[config.mk]
export PLATFORM = sky130hd
export DESIGN_NAME = fetch_ctrl
export DESIGN_NICKNAME = d
export VERILOG_FILES = /design/src/rtl/fetch_ctrl.sv
export SDC_FILE = /design/constraint.sdc
export NUM_CORES = 1
export LEC_CHECK = 0
export CORE_AREA = 4 4 100 102
export DETAILED_ROUTE_END_ITERATION = 8
export DIE_AREA = 0 0 104 106
export GPL_TIMING_DRIVEN = 0
export PLACE_DENSITY = 0.77
export SYNTH_ARGS = -nofsm -noshare
export SYNTH_HDL_FRONTEND = slang
export SYNTH_SLANG_ARGS = --single-unit
[constraint.sdc]
create_clock -name FC_CLK -period 2.2 [get_ports FC_CLK]
set_input_delay 0.44 -clock FC_CLK [delete_from_list [all_inputs] [get_ports FC_CLK]]
set_output_delay 0.44 -clock FC_CLK [all_outputs]
set_load 0.02 [all_outputs]
[src/rtl/fetch_ctrl.sv]
// Fetch-stage sequencer: merges stalls, memory wait states, redirects and halt into
// PC-select, fetch stall and decode flush controls.
module fetch_ctrl #(
    parameter int unsigned WIDTH       = 32,
    parameter int unsigned BOOT_CYCLES = 4,
    parameter int unsigned MEM_TIMEOUT = 16
) (
    input  logic             FC_CLK,
    input  logic             FC_RST,
    input  logic             FC_HazStall,
    input  logic             FC_ImemReady,
    input  logic             FC_BranchTkn,
    input  logic [WIDTH-1:0] FC_PcBranch,
    input  logic             FC_Jump,
    input  logic [WIDTH-1:0] FC_PcJump,
    input  logic             FC_Halt,
    output logic [1:0]       FC_PcSrc,
    output logic [WIDTH-1:0] FC_PcTarget,
    output logic             FC_StallF,
    output logic             FC_FlushD,
    output logic             FC_Busy,
    output logic             FC_MemErr
);

    localparam int unsigned BW = $clog2(BOOT_CYCLES + 1);
    localparam int unsigned TW = $clog2(MEM_TIMEOUT + 1);

    typedef enum logic [2:0] {
        StBoot,
        StRun,
        StWait,
        StPend,
        StHalt
    } state_e;

    state_e           state_q, state_d;
    logic [BW-1:0]    boot_cnt_q, boot_cnt_d;
    logic [TW-1:0]    tmo_cnt_q, tmo_cnt_d;
    logic             err_q, err_d;
    logic [1:0]       pend_src_q, pend_src_d;
    logic [WIDTH-1:0] pend_tgt_q, pend_tgt_d;

    logic             redirect;
    logic [1:0]       redir_src;
    logic [WIDTH-1:0] redir_tgt;
    logic             stall;
    logic [TW-1:0]    tmo_inc;
    logic             tmo_hit;

    // Branch has priority over a simultaneous jump; the jump is dropped.
    always_comb begin
        redirect  = FC_BranchTkn | FC_Jump;
        redir_src = 2'b00;
        redir_tgt = '0;
        if (FC_BranchTkn) begin
            redir_src = 2'b01;
            redir_tgt = FC_PcBranch;
        end else if (FC_Jump) begin
            redir_src = 2'b10;
            redir_tgt = FC_PcJump;
        end
    end

    always_comb begin
        stall   = FC_HazStall | ~FC_ImemReady;
        tmo_inc = (tmo_cnt_q == TW'(MEM_TIMEOUT)) ? tmo_cnt_q : tmo_cnt_q + 1'b1;
        // Timeout fires in the cycle that would be the MEM_TIMEOUT-th consecutive not-ready one.
        tmo_hit = ~FC_ImemReady && (tmo_inc == TW'(MEM_TIMEOUT)) &&
                  (state_q inside {StRun, StWait, StPend});
    end

    always_ff @(posedge FC_CLK) begin
        if (FC_RST) begin
            state_q    <= StBoot;
            boot_cnt_q <= '0;
            tmo_cnt_q  <= '0;
            err_q      <= 1'b0;
            pend_src_q <= 2'b00;
            pend_tgt_q <= '0;
        end else begin
            state_q    <= state_d;
            boot_cnt_q <= boot_cnt_d;
            tmo_cnt_q  <= tmo_cnt_d;
            err_q      <= err_d;
            pend_src_q <= pend_src_d;
            pend_tgt_q <= pend_tgt_d;
        end
    end

    always_comb begin
        state_d    = state_q;
        boot_cnt_d = boot_cnt_q;
        tmo_cnt_d  = tmo_cnt_q;
        err_d      = err_q | tmo_hit;
        pend_src_d = pend_src_q;
        pend_tgt_d = pend_tgt_q;
        case (state_q)
            StBoot: begin
                tmo_cnt_d  = '0;
                boot_cnt_d = (boot_cnt_q == BW'(BOOT_CYCLES)) ? boot_cnt_q : boot_cnt_q + 1'b1;
                if (boot_cnt_q >= BW'(BOOT_CYCLES - 1)) begin
                    state_d = StRun;
                end
            end
            StRun: begin
                tmo_cnt_d = FC_ImemReady ? '0 : tmo_inc;
                if (FC_Halt) begin
                    state_d = StHalt;
                end else if (stall && redirect) begin
                    state_d    = StPend;
                    pend_src_d = redir_src;
                    pend_tgt_d = redir_tgt;
                end else if (!FC_ImemReady) begin
                    state_d = StWait;
                end
            end
            StWait: begin
                tmo_cnt_d = FC_ImemReady ? '0 : tmo_inc;
                if (FC_Halt || tmo_hit) begin
                    state_d = StHalt;
                end else if (redirect) begin
                    state_d    = StPend;
                    pend_src_d = redir_src;
                    pend_tgt_d = redir_tgt;
                end else if (FC_ImemReady) begin
                    state_d = StRun;
                end
            end
            StPend: begin
                tmo_cnt_d = FC_ImemReady ? '0 : tmo_inc;
                if (FC_Halt || tmo_hit) begin
                    state_d = StHalt;
                end else if (!stall) begin
                    state_d    = StRun;
                    pend_src_d = 2'b00;
                    pend_tgt_d = '0;
                end
            end
            StHalt: begin
                state_d = StHalt;
            end
            default: begin
                state_d = StBoot;
            end
        endcase
    end

    // Default is the fully stopped condition: hold PC, flush decode, select PC+4.
    always_comb begin
        FC_PcSrc    = 2'b00;
        FC_PcTarget = '0;
        FC_StallF   = 1'b1;
        FC_FlushD   = 1'b1;
        FC_Busy     = (state_q != StRun);
        FC_MemErr   = err_q | tmo_hit;
        case (state_q)
            StRun: begin
                if (!FC_Halt) begin
                    if (!stall) begin
                        FC_StallF   = 1'b0;
                        FC_FlushD   = redirect;
                        FC_PcSrc    = redir_src;
                        FC_PcTarget = redir_tgt;
                    end else begin
                        FC_FlushD = redirect;
                    end
                end
            end
            StWait: begin
                if (!FC_Halt) begin
                    FC_FlushD = 1'b0;
                end
            end
            StPend: begin
                if (!FC_Halt && !stall) begin
                    FC_StallF   = 1'b0;
                    FC_PcSrc    = pend_src_q;
                    FC_PcTarget = pend_tgt_q;
                end
            end
            default: begin
            end
        endcase
    end

endmodule
Yosys cells after proc, flatten, opt, wreduce, memory -nomap -nowiden
Cells that the tools add are included.
{ "word_totals": {"regBits": 46, "input_bits": 71, "out_inout_bits": 38} }
{ "op_classes": {"n_lt_le_gt_ge": 1, "bitwise": 5, "mux": 46, "eq_ne": 18, "add_sub_neg": 2, "reduce_logical": 14} }
{ "ops": {"columns": ["op", "n"], "rows": [
  ["$mux 32", 11],
  ["$pmux 32 s3", 1],
  ["$pmux 32 s2", 1],
  ["$mux 3", 9],
  ["$mux 2", 11],
  ["$pmux 3 s5", 1],
  ["$ne 2x2->1 const B", 6],
  ["$eq 5x5->1 const B", 2],
  ["$mux 5", 2],
  ["$pmux 5 s2", 1],
  ["$ne 4x3->1 const B", 2],
  ["$reduce_and 7->1", 1],
  ["$eq 3x2->1 const B", 2],
  ["$eq 3x3->1 const B", 2],
  ["$pmux 2 s3", 1],
  ["$add 5x1->5 const B", 1],
  ["$mux 1", 5],
  ["$logic_and 1x1->1", 4],
  ["$pmux 1 s2", 2],
  ["$pmux 2 s2", 1],
  ["$reduce_and 4->1", 1],
  ["$add 3x1->3 const B", 1],
  ["$eq 3x1->1 const B", 1],
  ["$ge 3x2->1 const B", 1],
  ["other kinds (12)", 16]
]} }

Longest topological paths before layout
Gate-level depths: netlist of the first run.
{ "depth": {"word_depth": 8, "ltp_mapped": 9, "depth_no_buf": 7} }

Worst setup path before layout of the first run
No wires, ideal clock.
{ "synth_path": {"kind": "register -> output", "from": "register tmo_cnt_q[0]", "to": "output port FC_MemErr", "t_arrival_ns": 1.937, "required_ns": 1.760, "path_slack_ns": -0.177, "stages_incl_launch_ff": 10, "path_cell_list": "dfxtp_1 -> inv_1 -> ha_1 -> nor4bb_4 -> mux2i_1 -> and4b_1 -> buf_6 -> buf_6 -> a21oi_2 -> inv_1"} }
{ "synth_between": {"elab_chain_cells": 6} }
{ "synth_rtl": {"columns": ["element", "line_no", "rtl"], "rows": [
  ["start: declaration", "38", "logic [TW-1:0] tmo_cnt_q, tmo_cnt_d;"],
  ["start signal: assignment", "83", "tmo_cnt_q <= tmo_cnt_d;"],
  ["$add 5x1->5 or $eq 5x5->1 (tied branches)", "66", "tmo_inc = (tmo_cnt_q == TW'(MEM_TIMEOUT)) ? tmo_cnt_q : tmo_cnt_q + 1'b1;"],
  ["$mux 5 *", "66", null],
  ["$eq 5x5->1 *", "68", "tmo_hit = ~FC_ImemReady && (tmo_inc == TW'(MEM_TIMEOUT)) &&"],
  ["$logic_and 1x1->1 * (2 in a row)", "68", null],
  ["$or 1x1->1 *", "155", "FC_MemErr = err_q | tmo_hit;"],
  ["end: declaration", "22", "output logic FC_MemErr"]
]} }
Every way passes the cells marked *; elsewhere a longest branch is shown, timed or not.

Worst setup path in the final report of the first run
{ "layout_path": {"from": "register tmo_cnt_q[1]", "to": "output port FC_MemErr"} }
The elaborated chain is that of the path after synthesis.

==> impl_metrics.env, run 1 <==
export IMPL_outcome="complete, but fails checks"
export IMPL_violations="negative setup slack"
export IMPL_end_kind="primary output"
export IMPL_syn_to_final_growth_pct=62.1
export IMPL_rows=35
export IMPL_rsz0062_at_grt="true"
export IMPL_layout_common_cells="nor2_1 (76), buf_4 (75), clkdlybuf4s50_1 (66)"
export IMPL_power_density_nw_per_um2=533
export IMPL_cts_sink_count=46
export IMPL_place_area_sq_um=5280
export IMPL_hold_path_class="input pin to flip-flop"
export IMPL_synth_cells=557
export IMPL_syn_nets=633
export IMPL_setup_violations_final=47
export IMPL_die_area_sq_um=11000
export IMPL_routedWlPerCell_microns=23.2
export IMPL_ant_nets=0
export IMPL_critPathLaunchType="flip-flop"
export IMPL_antenna_found_initial=0
export IMPL_finClkSkew_ns=0.0174
export IMPL_async_flop_share_pct=0
export IMPL_core_area_sq_um=9110
export IMPL_start_util_pct=44.4
export IMPL_layout_setup_ws_ns=-0.363
export IMPL_cts_inserted_buffers=5
export IMPL_grt_pass1_vias=5281
export IMPL_synth_cell_types=51
export IMPL_r2r_cells=10
export IMPL_final_min_clock_period_ns=2.56
export IMPL_grt_use_total_pct=29.8
export IMPL_dominantRegCellSynth="dfxtp_1"
export IMPL_fp_dieH_microns=106
export IMPL_drive_gt1_share_pct=38.9
export IMPL_finalHoldViolCount=0
export IMPL_port_buffer_count=108
export IMPL_fillCellCount=638
export IMPL_hold_slack_ns=0.502
export IMPL_cts_root_buf="clkbuf_8"
export IMPL_routed_wirelength_microns=19500
export IMPL_clk_pin_slew_ns=0.09
export IMPL_cp_data_required_time_ns=1.76
export IMPL_synth_edf_count=0
export IMPL_tightestPinTransition_ns=0.646
export IMPL_firstDrtPassIters=6
export IMPL_drt_iter0_drc=871
export IMPL_cts_max_level=2
export IMPL_final_common_cell="nor2_1"
export IMPL_synth_warnings=0
export IMPL_dp_hpwl_microns=11500
export IMPL_cts_max_path_buffers=2
export IMPL_gr_total_overflow=0
export IMPL_cp_max_fo=4
export IMPL_hold_path_depth=3
export IMPL_ir_worst_vdd_mv=0.474
export IMPL_slew_violations=0
export IMPL_yosysSeqAreaShare_pct=22.8
export IMPL_io_pin_count=109
export IMPL_grt_max_degree=14
export IMPL_cts_tree="built"
export IMPL_final_period_utilization_pct=116
export IMPL_final_cell_area_sq_um=6560
export IMPL_synth_avg_cell_area_sq_um=7.26
export IMPL_arrival_ns=2.12
export IMPL_routabilityCongestion=0.947
export IMPL_fin_nets=802
export IMPL_grt_pass1_wl_microns=26900
export IMPL_slew_headroom_pct=56.9
export IMPL_ys_ff_latch=46
export IMPL_viasPerCell=6.82
export IMPL_die_w_microns=104
export IMPL_cap_violations=0
export IMPL_clock_latency_ns=0.32
export IMPL_vias=5715
export IMPL_syn_cell_area_sq_um=4050
export IMPL_drc=0
export IMPL_critPathKind="flip-flop to primary output"
export IMPL_p_leak_nw=2.32
export IMPL_diodes=0
export IMPL_max_freq_mhz=390
kinds of logic (layout without fill, tap and decap cells):
logic type	count (synthesis)	in the layout	synth area share [%]
multiplexers	34	34	8.41
AO/OA/AOI/OAI	170	170	29.6
adder cells (fa/ha/maj)	5	5	1.55
buffers and inverters	73	243	9.43
AND/OR/NAND/NOR	226	226	27.6
XOR/XNOR	3	3	0.649
flip-flops	46	46	22.8
critical path, cell delays in order (launching register included):
cell and delay (ns):
dfxtp_4 0.38, inv_4 0.07, ha_4 0.14, nor4bb_4 0.28
mux2i_2 0.28, and4b_1 0.24, buf_6 0.12, buf_8 0.10
a21oi_4 0.05, inv_2 0.05, buf_6 0.10
final timing paths:
| kind | startpoint | end | slack, ns |
|---|---|---|---|
| setup / recovery | tmo_cnt_q[1] | FC_MemErr | -0.36 |
| hold / removal | FC_Halt | state_q[2] | 0.50 |
| hold reg to reg | tmo_cnt_q[4] | tmo_cnt_q[4] | 0.50 |
| setup reg to reg | tmo_cnt_q[1] | pend_tgt_q[27] | -0.22 |
where the power goes:
group | total, mW | internal [mW] | switching [mW]
logic | 1.77 | 0.776 | 0.991
registers | 1.07 | 0.943 | 0.126
clock network | 0.660 | 0.319 | 0.341
per-stage QoR:
step                std cells  power [mW]  worst slack (ns)  util (%)  TNS (ns)
finish                    838        3.50            -0.363      72.0     -5.50
global route              838        3.61            -0.445      72.0    -10.68
CTS                       822        3.17            -0.352      66.2     -1.17
detailed placement        776        2.34             -1.48      58.0    -64.61
global placement          776        2.29             -1.43      58.0    -62.27
floorplan                 557        1.90            0.0190         -         0
Yosys cell counts, drive strengths merged (2+ instances only):
master	number	area share, %
mux2i	34	8.4
or3	4	0.62
or2	6	0.93
a21o	4	0.74
nand4	35	5.4
a21oi	44	5.6
inv	8	0.74
nor2	111	10
nor3	36	4.6
a211oi	6	1.2
a41oi	2	0.43
and3b	2	0.43
a22oi	34	6.3
nor2b	3	0.46
clkbuf	24	2.2
nand3	8	0.99
dfxtp	46	23
o211ai	33	7.4
o21ai	4	0.49
xnor2	3	0.65
ha	5	1.5
a2bb2oi	2	0.59
buf	40	6.4
nand2	7	0.65
nand2b	6	0.93
a31oi	36	5.6
area by class of cell:
cell class / count / area (sq um) / share of cell area, %
multi-input cells: 438 / 3230 / 49.3
repair buffers: 164 / 1500 / 22.9
flip-flops and latches: 46 / 942 / 14.4
plain buffers: 62 / 588 / 8.97
well taps: 111 / 139 / 2.12
clock buffers: 8 / 110 / 1.68
inverters: 9 / 43.8 / 0.668
routing by layer:
metal	routed length (microns)	track usage [%]	part of all wire [%]
met5	0	0	0
met4	1360	16.0	7.0
met2	8930	50.8	46
met1	6850	35.1	35
met3	2320	6.44	12
what timing repair did:
action                     4_1_cts  5_1_grt
buffers inserted                37       14
pin swaps                       31       34
setup endpoints to repair       71       74
resized for setup              281      126
hold buffers                     0        0
gates cloned                     2        3
hold endpoints to repair         0        0
registers in the layout, summed over array words and instances (netlist names):
signal and cells:
pend_src_q 2, pend_tgt_q 32, boot_cnt_q 3, tmo_cnt_q 5
err_q 1, state_q 3
Note: power is estimated with default switching activity, not from simulation.
==> run 2, diff against run 1 <==
--- a/config.mk
+++ b/config.mk
@@ -5,9 +5,9 @@
 export SDC_FILE = /design/constraint.sdc
 export NUM_CORES = 1
 export LEC_CHECK = 0
-export CORE_AREA = 4 4 100 102
+export CORE_AREA = 2 2 98 100
 export DETAILED_ROUTE_END_ITERATION = 8
-export DIE_AREA = 0 0 104 106
+export DIE_AREA = 0 0 100 102
 export GPL_TIMING_DRIVEN = 0
 export PLACE_DENSITY = 0.77
 export SYNTH_ARGS = -nofsm -noshare
==> run 2 against run 1 <==
Largest power group unchanged. Total power up 6.3%. Largest cell class unchanged. Count of clock-buffer cells in the layout down 2. Via count up 3.0%. Non-clock buffer count up 13. Clock power down 8.6%. Sequential power about the same. First-iteration DRC count down 5.2%. Critical path type unchanged. Register-to-register slack worse by 0.04 ns. Critical path depth unchanged. The run still ends with negative setup slack left.
==> impl_metrics.env, run 2 (synthesis gave the netlist of run 1 again) <==
export IMPL_pre_cts_ws_ns=-1.33
export IMPL_path_cells="inv_4 > ha_4 > buf_4 > and3b_1 > o21ai_1 > and4b_1 > buf_8 > a21oi_4 > inv_2 > buf_6"
export IMPL_grt_max_degree=19
export IMPL_total_power_mw=3.72
export IMPL_endpoint="FC_MemErr"
export IMPL_grt_pass1_vias=5430
export IMPL_drc=0
export IMPL_arrival_ns=2.03
export IMPL_routabilityCongestion=0.940
export IMPL_ir_worst_vdd_mv=0.286
export IMPL_critPathLaunchType="flip-flop"
export IMPL_hold_path_depth=2
export IMPL_clk_pin_slew_ns=0.09
export IMPL_start_util_pct=44.4
export IMPL_grt_pass1_wl_microns=27800
export IMPL_final_period_utilization_pct=112
export IMPL_largest_reg_flops=32
export IMPL_hold_slack_ns=0.502
export IMPL_gr_total_overflow=0
export IMPL_final_common_cell="buf_4"
export IMPL_cp_slowest_stage_delay_ns=0.37
export IMPL_cts_root_buf="clkbuf_8"
export IMPL_layout_setup_ws_ns=-0.266
export IMPL_cts_max_level=2
export IMPL_p_leak_nw=2.41
export IMPL_hold_buffers=0
export IMPL_clock_latency_ns=0.33
export IMPL_top_regs="pend_tgt_q x32, tmo_cnt_q x5"
export IMPL_worstSetupStartpoint="tmo_cnt_q[0]"
export IMPL_syn_to_final_growth_pct=68.7
export IMPL_die_w_microns=100
export IMPL_rows=35
export IMPL_tightestPinTransition_ns=0.639
export IMPL_routed_wirelength_microns=20100
export IMPL_port_buffer_count=108
export IMPL_slew_headroom_pct=57.4
export IMPL_cts_tree="built"
export IMPL_cp_data_required_time_ns=1.76
export IMPL_outcome="complete, but fails checks"
export IMPL_io_pin_count=109
export IMPL_antenna_found_initial=0
export IMPL_max_freq_mhz=405
export IMPL_crit_slowest_cell="dfxtp_4"
export IMPL_end_kind="primary output"
export IMPL_r2r_slack_ns=-0.26
export IMPL_cts_max_path_buffers=2
export IMPL_top_register="pend_tgt_q"
export IMPL_routedWlPerCell_microns=23.6
export IMPL_fin_nets=815
export IMPL_dp_hpwl_microns=10800
export IMPL_finalHoldViolCount=0
export IMPL_rsz0062_at_grt="true"
export IMPL_cts_sink_count=46
export IMPL_cts_inserted_buffers=5
export IMPL_final_min_clock_period_ns=2.47
export IMPL_r2r_cells=10
export IMPL_setup_violations_final=66
export IMPL_tns_ns=-7.40
export IMPL_cap_violations=0
export IMPL_fp_dieH_microns=102
export IMPL_finClkSkew_ns=0.0185
export IMPL_power_density_nw_per_um2=545
export IMPL_drive_gt1_share_pct=39.9
export IMPL_r2r_end="pend_src_q[1]"
export IMPL_hold_path_class="flip-flop to flip-flop"
export IMPL_core_area_sq_um=9110
export IMPL_viasPerCell=6.92
export IMPL_critPathKind="flip-flop to primary output"
export IMPL_violations="negative setup slack"
export IMPL_firstDrtPassIters=8
export IMPL_ant_nets=0
export IMPL_layout_common_cells="buf_4 (92), nor2_1 (75), clkdlybuf4s50_1 (67)"
export IMPL_grt_use_total_pct=33.9
export IMPL_r2r_start="tmo_cnt_q[0]"
export IMPL_slew_violations=0
export IMPL_drt_iter0_drc=826
export IMPL_die_area_sq_um=10200
export IMPL_vias=5885
export IMPL_diodes=0
export IMPL_cp_max_fo=3
==> run 2: worst min path at each step <==
| stage | endpoint | slack (ns) | start |
|---|---|---|---|
| detailed placement | err_q | 0.45 | err_q |
| global placement | err_q | 0.44 | err_q |
| CTS | tmo_cnt_q[4] | 0.50 | tmo_cnt_q[4] |
| floorplan | err_q | 0.44 | err_q |
| global route | state_q[2] | 0.54 | FC_Halt |
| finish | tmo_cnt_q[4] | 0.50 | tmo_cnt_q[4] |
==> run 2: metrics by stage <==
step	cell area [sq um]	utilization [%]	instances
after floorplan	4060	-	557
after global placement	5280	58.0	776
after detailed placement	5280	58.0	776
after CTS	6370	70.0	844
after global routing	6830	74.9	851
final	6830	74.9	851
==> run 2: worst max-delay path, delay by kind of cell, from the launching register on <==
family	cells	cell delay, ns
fa+ha+maj	1	0.15
simple gates	2	0.40
flops	1	0.37
compound gates	2	0.33
buf+inv	5	0.46
==> run 2: final cells by class <==
cell class	instances	area, sq um
Tap cell	111	139
Sequential cell	46	941
Fill cell	579	2280
Clock buffer	6	82.6
Multi-Input combinational cell	438	3340
Clock inverter	2	12.5
Inverter	9	43.8
Buffer	60	559
Timing Repair Buffer	179	1710
==> run 2: what timing repair did <==
| action | CTS | global route |
|---|---|---|
| pin swaps | 45 | 64 |
| cloned | 6 | 3 |
| resized for setup | 327 | 114 |
| setup buffers | 56 | 8 |
| setup endpoints to repair | 70 | 73 |
==> run 2: routing by layer <==
layer,GRT usage [%],vias to the layer above,part of all wire (%)
met5,0,-,0
met4,15.0,0,6.9
met3,5.54,169,12
met2,58.7,558,46
met1,41.8,2712,35
li1,-,2446,-
==> run 2: report_power, final <==
group          leakage [nW]  switching, mW  internal [mW]
clock network        0.0472          0.349          0.254
logic                  1.99           1.14          0.895
registers             0.377          0.142          0.943
